<file path="config.mk">
export PLATFORM = sky130hd
export DESIGN_NAME = mem_stage_ctrl
export DESIGN_NICKNAME = d
export VERILOG_FILES = /design/src/rtl/mem_stage_ctrl.sv
export SDC_FILE = /design/constraint.sdc
export NUM_CORES = 1
export LEC_CHECK = 0
export CAP_MARGIN = 20
export CELL_PAD_IN_SITES_DETAIL_PLACEMENT = 2
export CELL_PAD_IN_SITES_GLOBAL_PLACEMENT = 2
export CORE_UTILIZATION = 24
export CTS_BUF_LIST = sky130_fd_sc_hd__clkbuf_8
export CTS_CLUSTER_DIAMETER = 30
export DETAILED_ROUTE_END_ITERATION = 12
export PLACE_DENSITY_LB_ADDON = 0.1
export SLEW_MARGIN = 15
export SYNTH_ARGS = -nofsm -noshare
export SYNTH_HDL_FRONTEND = slang
export SYNTH_SLANG_ARGS = --single-unit
export TNS_END_PERCENT = 30
</file>
<file path="constraint.sdc">
create_clock -name Clk -period 2.9 [get_ports Clk]
set_input_delay 0.435 -clock Clk [delete_from_list [all_inputs] [get_ports Clk]]
set_output_delay 0.435 -clock Clk [all_outputs]
set_load 0.02 [all_outputs]
</file>
<file path="src/rtl/mem_stage_ctrl.sv">
// MEM-stage controller: handshaked data-memory access with stall/timeout,
// redirect resolution and the MEM/WB pipeline register.
module mem_stage_ctrl #(
  parameter int unsigned TIMEOUT_CYCLES = 16
) (
  input  logic        Clk,
  input  logic        Reset,
  input  logic        RegWriteIn,
  input  logic        MemWriteIn,
  input  logic        MemReadIn,
  input  logic        BranchIn,
  input  logic        MemToRegIn,
  input  logic        JumpIn,
  input  logic        JrIn,
  input  logic        JalIn,
  input  logic        ZeroIn,
  input  logic [31:0] RData2In,
  input  logic [31:0] ALUResultIn,
  input  logic [31:0] PCAddResultIn,
  input  logic [31:0] BranchPCIn,
  input  logic [4:0]  RdRegIn,
  output logic        DmReq,
  output logic        DmWe,
  output logic [31:0] DmAddr,
  output logic [31:0] DmWData,
  input  logic        DmReady,
  input  logic        DmRValid,
  input  logic [31:0] DmRData,
  output logic        Stall,
  output logic        PCSrc,
  output logic [31:0] PCTarget,
  output logic        Flush,
  output logic        MemErr,
  output logic        RegWriteOut,
  output logic        MemToRegOut,
  output logic        JalOut,
  output logic [31:0] ReadDataOut,
  output logic [31:0] ALUResultOut,
  output logic [31:0] PCAddResultOut,
  output logic [4:0]  RdRegOut
);

  typedef enum logic [1:0] {IDLE = 2'd0, REQ = 2'd1, WAIT_RD = 2'd2} state_t;

  localparam logic [7:0] TO_LAST = 8'(TIMEOUT_CYCLES - 1);

  state_t      state_r, state_nxt_s;
  logic [7:0]  to_cnt_r, to_cnt_nxt_s;
  logic        mem_op_s, is_read_s, is_write_s, misalign_s, timeout_s;
  logic        req_s, done_s, bubble_s, err_s;
  logic        redir_s;
  logic [31:0] tgt_s;

  // Read wins when both read and write are requested.
  assign mem_op_s   = MemReadIn | MemWriteIn;
  assign is_read_s  = MemReadIn;
  assign is_write_s = MemWriteIn & ~MemReadIn;
  assign misalign_s = mem_op_s & (ALUResultIn[1:0] != 2'b00);
  assign timeout_s  = (state_r != IDLE) && (to_cnt_r == TO_LAST);

  // Next-state, request and completion decode.
  always_comb begin
    state_nxt_s = state_r;
    req_s       = 1'b0;
    done_s      = 1'b0;
    bubble_s    = 1'b0;
    err_s       = 1'b0;
    case (state_r)
      IDLE: begin
        if (!mem_op_s) begin
          done_s = 1'b1;
        end else if (misalign_s) begin
          done_s   = 1'b1;
          bubble_s = 1'b1;
          err_s    = 1'b1;
        end else begin
          req_s = 1'b1;
          if (DmReady && is_write_s) begin
            done_s = 1'b1;
          end else if (DmReady) begin
            state_nxt_s = WAIT_RD;
          end else begin
            state_nxt_s = REQ;
          end
        end
      end
      REQ: begin
        // Abort drops the request so a late DmReady cannot be taken as acceptance.
        if (timeout_s) begin
          done_s      = 1'b1;
          bubble_s    = 1'b1;
          err_s       = 1'b1;
          state_nxt_s = IDLE;
        end else if (DmReady && is_write_s) begin
          req_s       = 1'b1;
          done_s      = 1'b1;
          state_nxt_s = IDLE;
        end else if (DmReady) begin
          req_s       = 1'b1;
          state_nxt_s = WAIT_RD;
        end else begin
          req_s = 1'b1;
        end
      end
      WAIT_RD: begin
        if (timeout_s) begin
          done_s      = 1'b1;
          bubble_s    = 1'b1;
          err_s       = 1'b1;
          state_nxt_s = IDLE;
        end else if (DmRValid) begin
          done_s      = 1'b1;
          state_nxt_s = IDLE;
        end else begin
          state_nxt_s = WAIT_RD;
        end
      end
      default: begin
        state_nxt_s = IDLE;
      end
    endcase
  end

  // Redirect target selection, Jr highest priority.
  always_comb begin
    redir_s = 1'b0;
    tgt_s   = BranchPCIn;
    if (JrIn) begin
      redir_s = 1'b1;
      tgt_s   = ALUResultIn;
    end else if (JumpIn || JalIn || (BranchIn && ZeroIn)) begin
      redir_s = 1'b1;
    end else begin
      redir_s = 1'b0;
    end
  end

  assign to_cnt_nxt_s = ((state_r == IDLE) || (state_nxt_s == IDLE)) ? 8'd0 : (to_cnt_r + 8'd1);

  assign DmReq   = req_s & Reset;
  assign DmWe    = req_s & Reset & is_write_s;
  assign DmAddr  = ALUResultIn;
  assign DmWData = RData2In;
  assign Stall   = Reset & mem_op_s & ~done_s;

  // State, timeout counter, sticky error and MEM/WB register.
  always_ff @(posedge Clk or negedge Reset) begin
    if (!Reset) begin
      state_r        <= IDLE;
      to_cnt_r       <= 8'd0;
      MemErr         <= 1'b0;
      PCSrc          <= 1'b0;
      Flush          <= 1'b0;
      PCTarget       <= 32'd0;
      RegWriteOut    <= 1'b0;
      MemToRegOut    <= 1'b0;
      JalOut         <= 1'b0;
      ReadDataOut    <= 32'd0;
      ALUResultOut   <= 32'd0;
      PCAddResultOut <= 32'd0;
      RdRegOut       <= 5'd0;
    end else begin
      state_r  <= state_nxt_s;
      to_cnt_r <= to_cnt_nxt_s;
      if (err_s) begin
        MemErr <= 1'b1;
      end
      if (done_s && !bubble_s) begin
        RegWriteOut    <= RegWriteIn | JalIn;
        MemToRegOut    <= MemToRegIn;
        JalOut         <= JalIn;
        ReadDataOut    <= is_read_s ? DmRData : 32'd0;
        ALUResultOut   <= ALUResultIn;
        PCAddResultOut <= PCAddResultIn;
        RdRegOut       <= JalIn ? 5'd31 : RdRegIn;
        PCSrc          <= redir_s;
        Flush          <= redir_s;
        if (redir_s) begin
          PCTarget <= tgt_s;
        end
      end else begin
        RegWriteOut <= 1'b0;
        MemToRegOut <= 1'b0;
        JalOut      <= 1'b0;
        PCSrc       <= 1'b0;
        Flush       <= 1'b0;
      end
    end
  end

endmodule

</file>
# Word-level counts from Yosys, hierarchy flattened
# Index checks and enable logic that the tools add are counted.
op_classes:
  n_addsub: 1
  mul: 0
  div: 0
  magnitude_cmp: 0
  eq_ne: 3
  shifts: 0
  muxes: 35
  bitwise: 10
  n_reduce_logical: 14
ops:
  columns: ["cell", "n"]
  rows:
  - ["32-bit two-way mux", 2]
  - ["1-bit two-way mux", 18]
  - ["2-bit two-way mux", 9]
  - ["8-bit by 1-bit adder with 8-bit output (second input constant)", 1]
  - ["8-bit by 4-bit == test with 1-bit output (second input constant)", 1]
  - ["8-bit two-way mux", 1]
  - ["1-bit AND", 6]
  - ["2-bit case mux with 3 select lines", 1]
  - ["5-bit two-way mux", 1]
  - ["1-bit logical AND", 4]
  - ["2-bit zero test", 2]
  - ["1-bit case mux with 2 select lines", 2]
  - ["2-bit nonzero test", 2]
  - ["1-bit logical OR", 3]
  - ["1-bit case mux with 3 select lines", 1]
  - ["2-bit by 1-bit == test with 1-bit output (second input constant)", 1]
  - ["2-bit == test (second input constant)", 1]
  - ["1-bit NOT", 2]
  - ["1-bit bitwise OR", 2]
  - ["2-bit AND reduction", 1]
  - ["2-bit OR reduction", 1]
  - ["1-bit zero test", 1]
totals:
  regBits: 148
  latch_bits: 0
  ram_bits: 0
  romBits: 0
  in_bits: 178
  mem_count: 0

# Depth between registers and ports, before layout
# Gate-level depths: netlist of the first run.
depth:
  depth_word: 10
  depth_mapped: 8

# Worst setup path after synthesis of the first run
# Ideal clock, no wire load.
synth_path:
  path_kind: "reg2reg"
  startpoint: "reg state_r[0]"
  endpoint: "reg PCTarget[10]"
  setup_time_ns: 0.125
  arrival_ns: 2.169
  required_time_ns: 2.775
  setup_slack_ns: 0.606
  path_stages_with_launch: 8
  period_less_slack_ns: 2.294
  cell_sequence: "dfrtp_1 > inv_1 > ha_1 > inv_1 > o31a_1 > a2111oi_4 > buf_6 > mux2_4"
synth_between:
  elab_chain_cells: 7
synth_lines:
  columns: ["item", "line", "rtl"]
  rows:
  - ["from (decl)", "47", "state_t state_r, state_nxt_s;"]
  - ["from (signal assigned)", "163", "state_r <= state_nxt_s;"]
  - ["2-bit nonzero test", "59", "assign timeout_s = (state_r != IDLE) && (to_cnt_r == TO_LAST);"]
  - ["1-bit logical AND", "59", null]
  - ["1-bit two-way mux", "89, 106", null]
  - ["1-bit case mux with 2 select lines", "68", "case (state_r)"]
  - ["1-bit zero test", "168", "if (done_s && !bubble_s) begin"]
  - ["1-bit logical AND *", "168", null]
  - ["2-bit AND reduction (no source line) *", null, null]
  - ["to (signal assigned)", "179", "PCTarget <= tgt_s;"]
  - ["to (decl)", "31", "output logic [31:0] PCTarget,"]
# Every way passes the cells marked *; elsewhere a longest branch is shown, timed or not.
# A chain may end at the register's enable or synchronous reset.

# Worst setup path in the final report of the first run
layout_path:
  startpoint: "reg state_r[0]"
  endpoint: "out Stall"
layout_between:
  elab_chain_cells: 6
layout_lines:
  columns: ["item", "line", "rtl"]
  rows:
  - ["2-bit nonzero test", "59", null]
  - ["1-bit logical AND", "59", null]
  - ["1-bit two-way mux, on equally long branches", "106, 89", null]
  - ["1-bit case mux with 3 select lines *", "68", null]
  - ["1-bit NOT *", "144", "assign Stall = Reset & mem_op_s & ~done_s;"]
  - ["1-bit AND *", "144", null]
  - ["to (decl)", "29", "output logic Stall,"]
# Marks and branches as above.

==> results of run 1 <==
timing repair:
item,CTS,global route
resized for setup,3,0
endpoints found under the hold margin,4,0
buffers inserted,0,0
setup endpoints to repair,1,0
hold buffers,1,0
power groups by stage:
stage / Clock [mW] / Combinational, mW / Sequential (mW)
global route: 1.75 / 7.30 / 3.75
floorplan: 0 / 2.55 / 4.80
detailed placement: 0 / 7.00 / 3.66
finish: 1.59 / 6.89 / 3.62
CTS: 1.68 / 7.04 / 3.65
global placement: 0 / 6.87 / 3.61
per-stage QoR:
| step | hold WS (ns) | setup slack, ns | utilization, % | area (um2) |
|---|---|---|---|---|
| floorplan | 0.1394 | 0.6059 | - | 7094 |
| global placement | 0.2790 | 0.07420 | 36.08 | 10410 |
| detailed placement | 0.2778 | 0.08024 | 36.08 | 10410 |
| CTS | 0.3295 | 0.1405 | 37.41 | 10800 |
| global route | 0.3483 | 0.02305 | 37.41 | 10800 |
| finish | 0.3708 | 0.1987 | 37.42 | 10800 |
per-layer routing:
metal,part of all wire (%),vias to the layer above,track usage (%)
met5,0,-,0
met4,1.7,0,4.934
met1,37,2661,17.45
met2,53,194,29.62
li1,-,2372,-
met3,8.4,25,6.474
cell type report:
class,count,area [um2]
repair buffers,344,3473
flip-flops and latches,148,3704
clock buffers,17,234.0
multi-input cells,280,2614
diodes,1,2.502
inverters,42,157.7
clock inverters,15,132.6
well taps,384,480.5
fillers,3025,18060
worst max-delay path, cell delays in order (launching register included):
cell,delay (ns)
sky130_fd_sc_hd__dfrtp_1,0.43
sky130_fd_sc_hd__inv_1,0.12
sky130_fd_sc_hd__ha_1,0.19
sky130_fd_sc_hd__and4bb_2,0.23
sky130_fd_sc_hd__o21ai_1,0.19
sky130_fd_sc_hd__a31oi_1,0.12
sky130_fd_sc_hd__nor3b_1,0.19
sky130_fd_sc_hd__dlygate4sd2_1,0.36
flip-flops by register name, indices dropped and copies added (netlist names):
register	flops
ALUResultOut	32
Flush	1
JalOut	1
MemErr	1
MemToRegOut	1
PCAddResultOut	32
PCTarget	32
RdRegOut	5
ReadDataOut	32
RegWriteOut	1
state_r	2
to_cnt_r	8
cells in the final DEF (no fill, tap or decap), drive strengths merged, types with 2 or more instances in the layout:
cell type and instances:
clkdlybuf4s50 314, dfrtp 148, mux2 128, inv 53
nand2 41, mux2i 37, buf 28, clkbuf 17
o21ai 10, a31oi 9, nor2 8, a21oi 5
ha 5, and2 4, nor2b 3, nand3 3
o21a 3, nor4 3, clkinv 3, nor3 2
o31a 2, a2111oi 2
kinds of logic (layout without fill, tap and decap cells):
kind of cell / Yosys count / after routing
compound gates: 37 / 37
mux: 165 / 165
other cells: 0 / 1
flops: 148 / 148
xor+xnor: 2 / 2
fa+ha+maj: 5 / 5
simple gates: 71 / 71
buf+inv: 132 / 418
worst min-delay path by stage:
stage                     startpoint                  to  slack [ns]  depth (start not counted)
after floorplan                Reset     ALUResultOut[0]        0.14                          0
after global placement         Reset  PCAddResultOut[28]        0.28                          1
after detailed placement       Reset  PCAddResultOut[28]        0.28                          1
after CTS                      Reset  PCAddResultOut[28]        0.33                          2
after global routing           Reset  PCAddResultOut[25]        0.35                          2
final                          Reset  PCAddResultOut[25]        0.37                          2
==> results.rst, run 1 <==
.. list-table::
   :header-rows: 1

   * - Metric
     - Value
   * - Hold violation count in the final report
     - 0
   * - Total of max-cap violations
     - 0
   * - Crit path kind
     - flip-flop to output port
   * - Library cells used by synthesis
     - 42
   * - Die Area
     - 30250 um2
   * - Switching part of the total power
     - just under 40%
   * - Final period demand of the worst path
     - 2.701 ns
   * - Mux share of post-synthesis cell area
     - 27.07%
   * - Layout cells sized above 1
     - between 20% and 30%
   * - Clock tree skew after final layout
     - 0.02505 ns
   * - CTS H-Tree Depth
     - 4
   * - RD Place Congestion
     - approximately 0.76
   * - Mean area per synthesized cell
     - between 10 and 15 um2
   * - DP Wirelength
     - 18.50 mm
   * - Data required time at the worst endpoint
     - ~2.5 ns
   * - Die width
     - ~170 um
   * - Count of cells along the worst register-to-register path
     - 8
   * - Start point of the critical path
     - state_r[0]
   * - Worst-case clock buffer depth
     - 2
   * - Share of power burned in the clock network
     - around an eighth
   * - Setup TNS
     - 0 ns
   * - DRC violations left
     - 0
   * - Area of the placeable core
     - between 20000 and 30000 um2
   * - Worst path arrival time
     - 2.27 ns
   * - Antenna violations before repair
     - 2
   * - Post-synth top area share
     - 52.20%
   * - Xor and xnor area share after synthesis
     - less than 1%
   * - CP Launch Type
     - flip-flop
   * - Switching power total
     - approximately 4.8 mW
   * - Layout Cells excl Fill
     - between 1000 and 1500
   * - Synth Net Count
     - 743
   * - Unrepaired setup endpoints after global routing
     - false
   * - DRC marker count from the first detailed-route iteration
     - 140
   * - Row count
     - just over 60
   * - Clock network latency to the later pin of the worst-skew pair
     - ~0.46 ns
   * - Total wire length
     - 24.43 mm
   * - Number of flip-flops and latches in the synthesized netlist
     - approximately 150
   * - Area growth syn-to-layout
     - 52.21%
   * - Adder-cell area share of the yosys netlist
     - less than 1%
   * - Top area cells in the synthesized netlist
     - sky130_fd_sc_hd__dfrtp_1, sky130_fd_sc_hd__mux2_2, sky130_fd_sc_hd__buf_4
   * - RR Startpoint
     - state_r[1]
   * - Critical-path maximum fanout
     - 4
   * - # IOs
     - approximately 380
   * - Share of total power in sequential cells
     - approximately 30%
   * - 1st-pass router iterations
     - 4
   * - CTS clock-pin slew for the worst setup and hold paths
     - 0.10 ns
   * - Fraction of the mapped netlist area in compound gates
     - under 10%
   * - Dominant register cell in the synthesized netlist
     - sky130_fd_sc_hd__dfrtp_1
   * - Nets
     - around 1000
   * - Number of buffer cells added on primary ports
     - approximately 320
   * - Number of global-route vias before repair
     - about 6300
   * - Total congestion overflow
     - 0
   * - Cell taking the most area after synthesis
     - sky130_fd_sc_hd__dfrtp_1
   * - Root Driver
     - sky130_fd_sc_hd__clkbuf_8
   * - Routed len/inst
     - a little under 20 um
   * - Maximum number of pins on one net before global-route repair
     - 92
   * - Cell area after synthesis
     - a little over 7000 um2
   * - Number of flops mapped to enable cells by yosys
     - 0
   * - CTS tree
     - yes
   * - Max rail drop VDD
     - 401.0 uV
   * - Fraction of the yosys area taken by sequential cells
     - between 50% and 60%
   * - Post-route total power
     - between 10 and 15 mW
   * - Via count normalized by instance count
     - approximately 4.3
   * - Worst reg2reg endpoint
     - PCTarget[0]
   * - HP Class
     - primary input to asynchronous set/reset pin
   * - Largest family of logic cells by synthesized area
     - multiplexers
   * - Most instantiated cells after synthesis
     - sky130_fd_sc_hd__dfrtp_1, sky130_fd_sc_hd__mux2_2, sky130_fd_sc_hd__buf_4
   * - Number of buffers added by the clock tree synthesis step
     - 17
   * - Synthesized-area fraction occupied by and/or/nand/nor cells
     - under 10%
   * - Final critical-path share of the clock period
     - between 90% and 100%
   * - Number of standard cells after synthesis
     - between 500 and 600
   * - Status
     - completed
   * - Number of nets with antenna violations after detailed routing
     - 0
   * - Measured slew at the worst slew-check pin
     - roughly 0.79 ns
   * - Max-slew violations
     - 0
   * - Combinational cell fraction of total power
     - a little under three fifths
   * - Initial Utilization
     - 24.58%
   * - End point of the critical path
     - Stall
   * - Lkg Pwr
     - 4.553 nW
   * - Worst-case headroom to the max-slew limit
     - 46.98%
   * - Post-placement cell count
     - roughly 1200
   * - Synth Warn #
     - 0
   * - Post-synthesis async set-or-reset flop share
     - 100.0%
   * - Internal cell power
     - 7.329 mW
   * - Max Clock Freq
     - between 300 and 400 MHz
   * - Global-route wire length before repair
     - around 38 mm
   * - Total GRT Usage
     - between 15 and 20%
   * - Critical path capture point type
     - output port
   * - Die outline height
     - between 150 and 200 um
   * - R2r setup slk
     - ~0.32 ns
   * - Clock sinks
     - ~150
   * - DR vias
     - 5252
   * - Final setup violating endpoints
     - 0
   * - Most frequent cell after synthesis
     - sky130_fd_sc_hd__dfrtp_1
   * - Total power divided by cell area
     - around 1100 nW/um2
Power figures use the tool's default switching activity.
==> run 2: changes to the inputs <==
--- a/config.mk
+++ b/config.mk
@@ -9,7 +9,7 @@
 export CELL_PAD_IN_SITES_DETAIL_PLACEMENT = 2
 export CELL_PAD_IN_SITES_GLOBAL_PLACEMENT = 2
 export CORE_UTILIZATION = 24
-export CTS_BUF_LIST = sky130_fd_sc_hd__clkbuf_8
+export CTS_BUF_LIST = sky130_fd_sc_hd__clkbuf_16
 export CTS_CLUSTER_DIAMETER = 30
 export DETAILED_ROUTE_END_ITERATION = 12
 export PLACE_DENSITY_LB_ADDON = 0.1
==> run 2 against run 1 <==
Clock skew decreased by 0.0054 ns. Clock power grew 36%. Worst setup slack improved by 0.046 ns. Flip-flop and latch count is the same. Largest power group unchanged. Critical path depth unchanged. Non-clock buffer count unchanged. Clock-buffer cell count unchanged. Via count grew 0.30%. Hold slack better by 0.041 ns. Global-route usage is essentially flat.
==> results.rst, run 2 (same netlist as run 1, synthesis figures left out) <==
.. list-table::
   :header-rows: 1

   * - Metric
     - Value
   * - Total congestion overflow
     - 0
   * - RR Startpoint
     - state_r[1]
   * - RD Place Congestion
     - 0.7589
   * - Clock network latency to the later pin of the worst-skew pair
     - around 0.43 ns
   * - DR vias
     - 5268
   * - Die width
     - around 170 um
   * - Routed len/inst
     - ~20 um
   * - Layout Cells excl Fill
     - 1231
   * - DRC violations left
     - 0
   * - Worst-case headroom to the max-slew limit
     - between 40% and 50%
   * - CP cell instances
     - inv_1 -> ha_1 -> and4bb_2 -> o21ai_1 -> a31oi_1 -> nor3b_1 -> dlygate4sd2_1
   * - CTS H-Tree Depth
     - 4
   * - Final period demand of the worst path
     - 2.655 ns
   * - GR Util met1
     - 17.63%
   * - Final critical-path share of the clock period
     - between 90% and 100%
   * - Total of max-cap violations
     - 0
   * - Lkg Pwr
     - 4.640 nW
   * - Unrepaired setup endpoints after global routing
     - false
   * - Die outline height
     - between 150 and 200 um
   * - Commonest cells after routing, fill and taps aside
     - sky130_fd_sc_hd__clkdlybuf4s50_1, sky130_fd_sc_hd__dfrtp_1, sky130_fd_sc_hd__mux2_2
   * - Setup TNS
     - 0 ns
   * - Worst reg2reg endpoint
     - PCTarget[0]
   * - Antenna violations before repair
     - 1
   * - DP Wirelength
     - 18.50 mm
   * - Die Area
     - roughly 30000 um2
   * - Number of global-route vias before repair
     - roughly 6300
   * - Post-route total power
     - about 13 mW
   * - Number of nets with antenna violations after detailed routing
     - 0
   * - Global-route wire length before repair
     - 37.68 mm
   * - Met2 usage in global routing
     - a little under 30%
   * - Final Cell Area
     - between 10000 and 15000 um2
   * - Gr busiest metal
     - met2
   * - Clock tree skew after final layout
     - between 0.015 and 0.02 ns
   * - DRC marker count from the first detailed-route iteration
     - 142
   * - Critical-path maximum fanout
     - 4
   * - Measured slew at the worst slew-check pin
     - 0.8165 ns
   * - Top Family by Delay on Critical Path
     - buffers and inverters
   * - Count of cells along the worst register-to-register path
     - 8
   * - R2r setup slk
     - about 0.33 ns
   * - Total GRT Usage
     - between 10% and 20%
   * - Hold violation count in the final report
     - 0
   * - Clock sinks
     - approximately 150
   * - Number of buffer cells added on primary ports
     - approximately 320
   * - Data required time at the worst endpoint
     - 2.47 ns
   * - Slowest stage delay, CP
     - 0.42 ns
   * - Layout cells sized above 1
     - a little under a quarter
   * - Commonest non-fill, non-tap cell in the layout
     - sky130_fd_sc_hd__clkdlybuf4s50_1
   * - Worst Hold Slack
     - approximately 0.4 ns
   * - Area growth syn-to-layout
     - 54.90%
   * - Via count normalized by instance count
     - 4.279
   * - Buffers & Inverters on Critical Path
     - 2
   * - Total power divided by cell area
     - 1153 nW/um2
   * - Maximum number of pins on one net before global-route repair
     - 92
   * - Root Driver
     - sky130_fd_sc_hd__clkbuf_16
   * - Final setup violating endpoints
     - 0
   * - Cell area after placement
     - between 10000 and 15000 um2
   * - Max Clock Freq
     - between 300 and 400 MHz
   * - Critical path capture point type
     - output port
   * - Number of buffers added by the clock tree synthesis step
     - 17
   * - Worst-case clock buffer depth
     - 2
   * - Nets
     - 1016
   * - Slowest cell on crit path
     - sky130_fd_sc_hd__dfrtp_1
   * - Max rail drop VDD
     - 396.8 uV
   * - Initial Utilization
     - between 20% and 30%
   * - CTS tree
     - yes
   * - Crit path kind
     - flip-flop to output port
   * - Met3 global-route usage
     - approximately 6.3%
   * - 1st-pass router iterations
     - 4
   * - Number of setup buffers added after CTS
     - 0
   * - Status
     - completed
   * - CTS clock-pin slew for the worst setup and hold paths
     - 0.07 ns
   * - Worst path arrival time
     - 2.22 ns
   * - # IOs
     - around 380
   * - CP Launch Type
     - flip-flop
   * - Area of the placeable core
     - between 20000 and 30000 um2
   * - Post-placement cell count
     - 1197
   * - HP Class
     - primary input to asynchronous set/reset pin
   * - Max-slew violations
     - 0
   * - Row count
     - slightly above 60
   * - Total wire length
     - approximately 24 mm
## run 2: how the worst max path moves through the flow
stage                     startpoint  slack [ns]           end  cells past startpoint
after detailed placement   MemReadIn        0.08         Stall                      6
after CTS                 state_r[0]        0.20         Stall                      7
after global routing      state_r[0]        0.09         Stall                      7
final                     state_r[0]        0.25         Stall                      7
after global placement     MemReadIn        0.07         Stall                      6
after floorplan           state_r[0]        0.61  PCTarget[10]                      7
## run 2: layout make-up
class | instances | area (um2)
Sequential cell | 148 | 3704
Clock buffer | 17 | 425.4
Tap cell | 384 | 480.5
Timing Repair Buffer | 344 | 3473
Clock inverter | 15 | 132.6
Inverter | 42 | 157.7
Antenna cell | 1 | 2.502
Fill cell | 3007 | 17870
Multi-Input combinational cell | 280 | 2614
## run 2: power breakdown
group | internal (mW) | switching [mW] | leakage, nW
Sequential | 3.08 | 0.555 | 1.78
Combinational | 3.63 | 3.25 | 2.58
Clock | 1.14 | 1.02 | 0.278
## run 2: metal layers
layer | wire length [um] | share of wire, % | vias up
met5 | 0 | 0 | -
met4 | 353 | 1.4 | 0
met3 | 2035 | 8.3 | 23
met2 | 12900 | 53 | 193
met1 | 9162 | 37 | 2673
li1 | - | - | 2379
## run 2: stage by stage
| stage | utilization, % | worst slack [ns] |
|---|---|---|
| after global routing | 38.07 | 0.08523 |
| after global placement | 36.08 | 0.07420 |
| after floorplan | - | 0.6059 |
| final | 38.08 | 0.2450 |
| after CTS | 38.07 | 0.2046 |
| after detailed placement | 36.08 | 0.08024 |
## run 2: what timing repair did
item	4_1_cts	5_1_grt
setup endpoints to repair	1	0
gates resized for setup	3	0
endpoints found under the hold margin	4	0
hold buffers	1	0
==> run 3: changes to the inputs <==
--- a/config.mk
+++ b/config.mk
@@ -8,6 +8,7 @@
 export CAP_MARGIN = 20
 export CELL_PAD_IN_SITES_DETAIL_PLACEMENT = 2
 export CELL_PAD_IN_SITES_GLOBAL_PLACEMENT = 2
+export CORE_MARGIN = 5
 export CORE_UTILIZATION = 24
 export CTS_BUF_LIST = sky130_fd_sc_hd__clkbuf_16
 export CTS_CLUSTER_DIAMETER = 30
==> run 3 against run 2 <==
Worst setup slack got worse by 0.10 ns. Hold slack improved by 0.085 ns. Critical path type unchanged. Largest power group unchanged. Design area down 0.34%. Clock power increased by 12%. Sequential power hardly changed. Register-to-register slack got worse by 0.14 ns. Clock-buffer cell count stayed put. Via count is 0.49% lower.
==> results.rst, run 3 (same netlist as run 1, synthesis figures left out) <==
.. list-table::
   :header-rows: 1

   * - Metric
     - Value
   * - Critical-path maximum fanout
     - 8
   * - Slowest stage delay, CP
     - a little over 0.6 ns
   * - Clock network latency to the later pin of the worst-skew pair
     - 0.42 ns
   * - Number of setup buffers added after CTS
     - 0
   * - Hold violation count in the final report
     - 0
   * - Layout Cells excl Fill
     - approximately 1200
   * - Cell with the most instances on the worst path
     - sky130_fd_sc_hd__nand2_1
   * - DR vias
     - roughly 5200
   * - Nets
     - approximately 1000
   * - Total of max-cap violations
     - 0
   * - Commonest cells after routing, fill and taps aside
     - sky130_fd_sc_hd__clkdlybuf4s50_1, sky130_fd_sc_hd__dfrtp_1, sky130_fd_sc_hd__mux2_2
   * - Commonest non-fill, non-tap cell in the layout
     - sky130_fd_sc_hd__clkdlybuf4s50_1
   * - Final setup violating endpoints
     - 0
   * - Worst reg2reg endpoint
     - RdRegOut[2]
   * - Final period demand of the worst path
     - between 2 and 3 ns
   * - Routed len/inst
     - about 20 um
   * - Row count
     - 63
   * - Total wire length
     - about 25 mm
   * - Lkg Pwr
     - approximately 4.6 nW
   * - Worst-case clock buffer depth
     - 2
   * - Area growth syn-to-layout
     - 54.37%
   * - CP cell instances
     - inv_1 -> ha_2 -> nor4_4 -> nand2_1 -> nand2_1 -> a21oi_1 -> clkdlybuf4s50_1
   * - Final Cell Area
     - 10950 um2
   * - Crit path kind
     - flip-flop to output port
   * - CTS tree
     - yes
   * - Die outline height
     - 181.9 um
   * - Status
     - completed
   * - ANT cells
     - 0
   * - Worst-case headroom to the max-slew limit
     - between 30% and 40%
   * - Slowest cell on crit path
     - sky130_fd_sc_hd__clkdlybuf4s50_1
   * - R2r setup slk
     - ~0.19 ns
   * - CP Launch Type
     - flip-flop
   * - DRC marker count from the first detailed-route iteration
     - around 170
   * - Post-placement cell count
     - ~1200
   * - Via count normalized by instance count
     - roughly 4.3
   * - Total congestion overflow
     - 0
   * - Clock tree skew after final layout
     - between 0.01 and 0.015 ns
   * - Critical path capture point type
     - output port
   * - Die width
     - between 150 and 200 um
   * - Initial Utilization
     - between 20% and 30%
   * - Max-slew violations
     - 0
   * - Number of buffers added by the clock tree synthesis step
     - 17
   * - Layout fillers
     - 3021
   * - CTS H-Tree Depth
     - 4
   * - 1st-pass router iterations
     - 4
   * - Number of cells on the critical path
     - 7
   * - Max Clock Freq
     - 362.6 MHz
   * - End point of the critical path
     - DmWe
   * - # IOs
     - roughly 380
   * - Die Area
     - approximately 33000 um2
   * - Buffers & Inverters on Critical Path
     - 2
   * - Worst path arrival time
     - roughly 2.3 ns
   * - Top Family by Delay on Critical Path
     - buffers and inverters
   * - Layout cells sized above 1
     - 21.98%
   * - Unrepaired setup endpoints after global routing
     - false
   * - RD Place Congestion
     - 0.7823
   * - HP Class
     - flip-flop to flip-flop
   * - Maximum number of pins on one net before global-route repair
     - 138
   * - DRC violations left
     - 0
   * - Root Driver
     - sky130_fd_sc_hd__clkbuf_16
   * - RR Startpoint
     - state_r[0]
   * - Number of global-route vias before repair
     - around 6300
   * - Clock sinks
     - 148
   * - Area of the placeable core
     - 29400 um2
   * - Start point of the critical path
     - state_r[0]
   * - Number of nets with antenna violations after detailed routing
     - 0
   * - Max rail drop VDD
     - about 400 uV
   * - Count of cells along the worst register-to-register path
     - 9
   * - Total power divided by cell area
     - 1155 nW/um2
   * - CTS clock-pin slew for the worst setup and hold paths
     - around 0.06 ns
   * - Total GRT Usage
     - between 10% and 20%
   * - Data required time at the worst endpoint
     - 2.47 ns
   * - Global-route wire length before repair
     - between 30 and 40 mm
   * - Antenna violations before repair
     - 2
   * - Final critical-path share of the clock period
     - about 95%
   * - Number of buffer cells added on primary ports
     - between 300 and 400
   * - Worst Hold Slack
     - between 0.4 and 0.5 ns
   * - Measured slew at the worst slew-check pin
     - ~0.94 ns
   * - Cell area after placement
     - between 10000 and 15000 um2
   * - DP Wirelength
     - 18.47 mm
[run 3: changes by cell type in the layout (fill, tap and decap cells not counted), sizes merged]
cell	change
buf	-10
inv	-5
bufinv	+4
clkdlybuf4s50	+1
diode	-1
dlygate4sd2	+1
[run 3: per-layer routing]
| metal | track usage [%] | up-vias | wire length, um |
|---|---|---|---|
| met4 | 4.893 | 4 | 609 |
| met5 | 0 | - | 21 |
| met2 | 26.03 | 174 | 12810 |
| met1 | 16.23 | 2662 | 9289 |
| met3 | 5.469 | 45 | 1804 |
| li1 | - | 2357 | - |
[run 3: repair_timing]
item | 4_1_cts | 5_1_grt
hold endpoints to repair | 11 | 0
endpoints found under the setup margin | 3 | 1
pin swaps | 0 | 0
hold buffers | 1 | 0
resized for setup | 4 | 1
[run 3: how the worst min path moves through the flow]
stage                                start  depth (start not counted)          endpoint  slack [ns]
after floorplan                      Reset                          0   ALUResultOut[0]        0.14
after global placement               Reset                          1  ALUResultOut[26]        0.28
after detailed placement             Reset                          1  ALUResultOut[26]        0.28
after CTS                 ALUResultOut[30]                          1  ALUResultOut[30]        0.51
after global routing                 Reset                          2  ALUResultOut[25]        0.52
final                     ALUResultOut[30]                          1  ALUResultOut[30]        0.50
[run 3: worst reg2reg max path, delay by kind of cell (launching register included)]
family	cells	cell delay, ns
mux	1	0.21
flops	1	0.41
fa+ha+maj	1	0.32
buf+inv	5	1.10
compound gates	2	0.60
[run 3: stage by stage]
step	TNS [ns]	setup WS, ns	total power [mW]	util (%)
2_1_floorplan	0	0.6059	7.350	-
3_3_place_gp	0	0.06372	10.27	35.04
3_5_place_dp	-0.01098	-0.01098	10.42	35.04
4_1_cts	0	0.09356	12.93	37.22
5_1_grt	0	0.005459	13.40	37.25
6_report	0	0.1418	12.65	37.25
[run 3: cell type report]
type	count	area, um2	area share, %
tap	390	488.0	4.456
multi-input combinational	280	2623	23.95
timing repair buffer	336	3354	30.63
clock inverter	14	200.2	1.828
inverter	42	157.7	1.439
clock buffer	17	425.4	3.884
sequential	148	3704	33.82
[run 3: power by group]
group / switching, mW / total [mW] / internal [mW]
clock: 0.955 / 2.41 / 1.45
combinational: 3.19 / 6.63 / 3.44
sequential: 0.544 / 3.62 / 3.08
total: 4.69 / 12.7 / 7.96
==> edit 1, RTL diff (flow settings as in run 1) <==
The 3 states of `state_t` get a one-hot encoding in 3 bits.
--- a/src/rtl/mem_stage_ctrl.sv
+++ b/src/rtl/mem_stage_ctrl.sv
@@ -40,7 +40,7 @@
   output logic [4:0]  RdRegOut
 );
 
-  typedef enum logic [1:0] {IDLE = 2'd0, REQ = 2'd1, WAIT_RD = 2'd2} state_t;
+  typedef enum logic [2:0] {IDLE = 3'b001, REQ = 3'b010, WAIT_RD = 3'b100} state_t;
 
   localparam logic [7:0] TO_LAST = 8'(TIMEOUT_CYCLES - 1);
 
Check against the original RTL: no difference found for any inputs over 4 cycles, from zero or initial values and one cycle with Reset low; so few cycles prove little.
==> edit 1 against run 1 <==
  * Cell area fell by 0.90%
  * Area after synthesis fell by 0.93%
  * Routed wire length fell by 2.1%
  * Clock skew fell by 0.00067 ns
  * Count of clock-buffer cells in the layout did not move
  * Worst setup slack improved by 0.0037 ns
  * Total power fell by 5.5%
  * Maximum frequency rose by 0.14%
  * Non-clock buffer count rose by 4
  * Register-to-register slack improved by 0.11 ns
  * Sequential cell count rose by 1
==> edit 1: results (changes against run 1) <==
[status]
outcome=completed

[placed_design]
dp_slack_ns=0.0496  ; -0.0306 ns
placedInstanceArea_um2=10300  ; -0.97%
dp_hpwl_mm=17.6  ; -4.6%
place_congestion=0.744  ; -2.0%
dpl.cell_count=1155  ; -3.5%

[pwr]
power_per_cell_area_nw_per_um2=1070  ; -4.6%
leakagePower_uw=0.00443  ; -2.7%
ir_drop_mv=0.376  ; -6.1%

[timing]
fin_hold_ws_ns=0.407  ; +0.0361 ns
skew_ns=0.0244  ; -0.000669 ns
period_needed_ns=2.70  ; -0.00368 ns
slew_headroom=0.407  ; -0.0632

[yosys]
yosys_warnings=0  ; unchanged
ys_seq_area_frac=0.531  ; +0.00866
synth_compound_area_frac=0.0591  ; +0.0219
synth_cell_type_count=43  ; +2.4%
synth_fa_ha_area_frac=0.00178  ; -0.00704
synthTopCellsByArea=dfrtp_1 (53%), mux2_2 (13%), mux2_4 (9.8%)
syn_area_per_cell_um2=13.5  ; +6.7%
synth_xor_area_frac=0.00872  ; +0.00625
synth_common_cells=dfrtp_1 (148), mux2_2 (82), buf_4 (68), mux2_4 (46), nand3_1 (34)
synth_nets=699  ; -5.9%
muxShareOfSynthArea=0.237  ; -0.0339

[cells_and_area]
nets=970  ; -4.5%
layout-drive-gt1-share=0.255  ; +0.0233
nFillCells=2953  ; -2.4%

[routing]
wl_met1_mm=8.96  ; -0.96%
viasPerCell=4.32  ; +1.3%
wl_per_cell_um=20.1  ; +1.4%
vias=5137  ; -2.2%
drt_iter0_drc=106  ; -24%
wl_met2_mm=13.0  ; +0.50%

[global_routing]
groute.usage.overall=0.162  ; -0.00218
grt_max_degree=132  ; +43%
met3_usage=0.0539  ; -0.0109
grt_pass1_vias=6196  ; -1.7%
grt_use_met2=0.300  ; +0.00340
grt_util_met1=0.173  ; -0.00153
grt_pass1_wl_mm=37.2  ; -1.2%
antenna_found_initial=1  ; -1

[worst_setup_path]
r2r_start=to_cnt_r[0]
max_stage_delay_ns=0.41  ; -0.02 ns
rr_endpoint=PCTarget[6]
rrSetupSlack_ns=0.43  ; +0.11 ns
cp_top_family=simple AND/OR/NAND/NOR gates

==> edit 1: cell count changes in the layout (fill, tap and decap cells not counted), moves of 4 or more <==
| cell | run 1 | this run |
|---|---|---|
| nand3_1 | 3 | 34 |
| o2bb2ai_1 | 0 | 32 |
| mux2_4 | 29 | 46 |
| a21oi_1 | 5 | 1 |
| mux2_2 | 98 | 82 |
| a31oi_1 | 9 | 0 |
| mux2i_1 | 37 | 5 |
| xnor2_1 | 1 | 5 |
| buf_4 | 18 | 22 |
| o21ai_0 | 8 | 2 |
| and3_1 | 0 | 5 |
| inv_1 | 42 | 5 |
| nor2_1 | 8 | 20 |
| nand2_1 | 41 | 4 |
==> edit 1: cell type report <==
type                       count  area share
sequential                   149       0.349
timing repair buffer         348       0.325
multi-input combinational    270       0.245
tap                          384      0.0449
clock buffer                  17      0.0219
clock inverter                15      0.0129
inverter                       5     0.00175
antenna                        1    0.000234
==> edit 1: where the power goes <==
group          switching (µW)  leakage [µW]  internal [µW]  total, µW
Clock                     959      0.000190            631       1590
Sequential                583       0.00180           3060       3640
Combinational            2920       0.00244           3290       6200
Total                    4460       0.00443           6970      11400
==> edit 1: how the worst max path moves through the flow <==
| stage | from | endpoint | depth (start not counted) |
|---|---|---|---|
| global placement | ALUResultIn[0] | Stall | 7 |
| floorplan | to_cnt_r[0] | PCTarget[10] | 9 |
| CTS | to_cnt_r[0] | Stall | 7 |
| finish | to_cnt_r[0] | DmReq | 7 |
| global route | to_cnt_r[0] | DmReq | 7 |
| detailed placement | ALUResultIn[0] | Stall | 7 |
==> edit 1: repair_timing <==
item                       in CTS  in global routing
hold endpoints to repair       18                  0
hold buffers                    1                  0
setup endpoints to repair       3                  3
resized for setup               5                  4
buffers inserted                0                  0
==> edit 2, RTL diff (config.mk and constraints of run 1) <==
Made on the original files. `TIMEOUT_CYCLES`: 16 -> 8.
--- a/src/rtl/mem_stage_ctrl.sv
+++ b/src/rtl/mem_stage_ctrl.sv
@@ -1,7 +1,7 @@
 // MEM-stage controller: handshaked data-memory access with stall/timeout,
 // redirect resolution and the MEM/WB pipeline register.
 module mem_stage_ctrl #(
-  parameter int unsigned TIMEOUT_CYCLES = 16
+  parameter int unsigned TIMEOUT_CYCLES = 8
 ) (
   input  logic        Clk,
   input  logic        Reset,
Function: same outputs for any inputs over 4 cycles, from zero or initial values and one cycle with Reset low; that may be too few to reach the edited logic, so the function may still have changed.
==> edit 2 against run 1 <==
  * Total power is 0.26% higher
  * Sequential cell count stayed put
  * Worst setup slack worse by 0.044 ns
  * Routed wire length is 4.3% lower
  * Hold slack worse by 0.31 ns
  * Synthesized cell count is 1.4% lower
  * Area after synthesis is 1.3% higher
  * Cell area is 0.23% higher
  * Via count is 1.1% lower
==> edit 2: results (changes against run 1) <==
[status]
outcome=completed

[worst_setup_path]
worst-path-max-fanout=7  ; +3
worstRegToRegCells=8  ; unchanged
worstPathArrival_ns=2.31  ; +0.04 ns
r2r_start=state_r[0]
rrSetupSlack_ns=0.34  ; +0.02 ns
max_stage_delay_ns=0.39  ; -0.04 ns
rr_endpoint=ALUResultOut[10]
slowest_stage=dfrtp_1
cp_top_family=simple AND/OR/NAND/NOR gates

[global_routing]
grt_pass1_vias=6126  ; -2.8%
groute.usage.overall=0.157  ; -0.00684
antenna_found_initial=2  ; unchanged
grt_pass1_wl_mm=36.3  ; -3.6%
grt_max_degree=66  ; -28%

[placed_design]
place_congestion=0.818  ; +7.8%
dp_slack_ns=-0.0895  ; -0.170 ns
dp_hpwl_mm=17.3  ; -6.4%

[yosys]
syn_area_per_cell_um2=13.0  ; +2.8%
synth_nets=735  ; -1.1%
yosys_warnings=0  ; unchanged
synth_xor_area_frac=0.00731  ; +0.00484
ys_seq_area_frac=0.515  ; -0.00690
muxShareOfSynthArea=0.278  ; +0.00686
synthTopCellsByArea=dfrtp_1 (52%), mux2_2 (12%), mux2_4 (10%)
synth_fa_ha_area_frac=0.00870  ; -0.000117
synth_common_cells=dfrtp_1 (148), mux2_2 (79), buf_4 (70), mux2_4 (49), inv_1 (44)
synth_compound_area_frac=0.0225  ; -0.0148

[routing]
first_pass_iters=4  ; unchanged
drt_iter0_drc=135  ; -3.6%
wl_per_cell_um=19.2  ; -3.2%
vias=5195  ; -1.1%

[pwr]
ir_drop_mv=0.467  ; +17%
leakagePower_uw=0.00472  ; +3.6%
switching_share=0.377  ; -0.0173

[timing]
fmax_mhz=364  ; -1.6%
slew_headroom=0.416  ; -0.0537
skew_ns=0.0153  ; -0.00976 ns

[clock_network]
root_buffer=clkbuf_8
clk_pin_slew_ns=0.09
postCtsHoldBufs=0  ; -1

[cells_and_area]
layout-drive-gt1-share=0.231  ; -0.000909
nets=1002  ; -1.4%
layout.cells.non_filler=1217  ; -1.1%

-- edit 2: final cells by class --
cell class | instances | area [µm²]
Timing Repair Buffer | 339 | 3370
Clock inverter | 14 | 183
Inverter | 44 | 165
Multi-Input combinational cell | 269 | 2680
Fill cell | 3012 | 18300
Sequential cell | 148 | 3700
Antenna cell | 1 | 2.50
Clock buffer | 18 | 248
Tap cell | 384 | 480
-- edit 2: how the worst max path moves through the flow --
stage | cells past startpoint | from | to
after global routing | 8 | state_r[0] | Stall
after floorplan | 7 | state_r[0] | PCTarget[10]
after CTS | 8 | state_r[0] | Stall
after global placement | 7 | MemReadIn | PCTarget[2]
after detailed placement | 6 | MemWriteIn | Stall
final | 8 | state_r[0] | Stall
-- edit 2: power groups by stage --
stage          combinational [µW]  sequential (µW)  clock [µW]
6_report                     6710             3600        1820
5_1_grt                      7140             3740        1980
4_1_cts                      6840             3630        1910
3_5_place_dp                 6810             3660           0
3_3_place_gp                 6680             3600           0
2_1_floorplan                2770             4790           0
-- edit 2: routing by layer --
metal  GRT usage  part of all wire  up-vias
li1            -                 -     2326
met2       0.275              0.51      207
met1       0.170              0.38     2637
met4      0.0475             0.015        0
met3      0.0677             0.091       25
met5           0                 0        -
-- edit 2: stage by stage --
step	instance area [µm²]	hold WS (ns)
2_1_floorplan	7190	0.139
3_3_place_gp	10400	0.470
3_5_place_dp	10400	0.478
4_1_cts	10800	0.0394
5_1_grt	10800	0.0667
6_report	10800	0.0607
-- edit 2: kinds of logic after synthesis --
logic type / count (synthesis)
simple gates: 72
buf+inv: 135
compound gates: 21
xor+xnor: 6
mux: 165
flops: 148
fa+ha+maj: 5
-- edit 2: worst register-to-register path, stage by stage (launching register included) --
cell,delay (ns)
dfrtp_1,0.39
inv_1,0.10
ha_2,0.26
nor4bb_4,0.34
buf_4,0.19
a311o_1,0.26
a21o_4,0.15
buf_12,0.30
mux2_2,0.48
-- edit 2: timing repair --
action / in CTS / in global routing
setup buffers: 1 / 0
resized for setup: 4 / 7
setup endpoints to repair: 3 / 2
pin swaps: 1 / 0
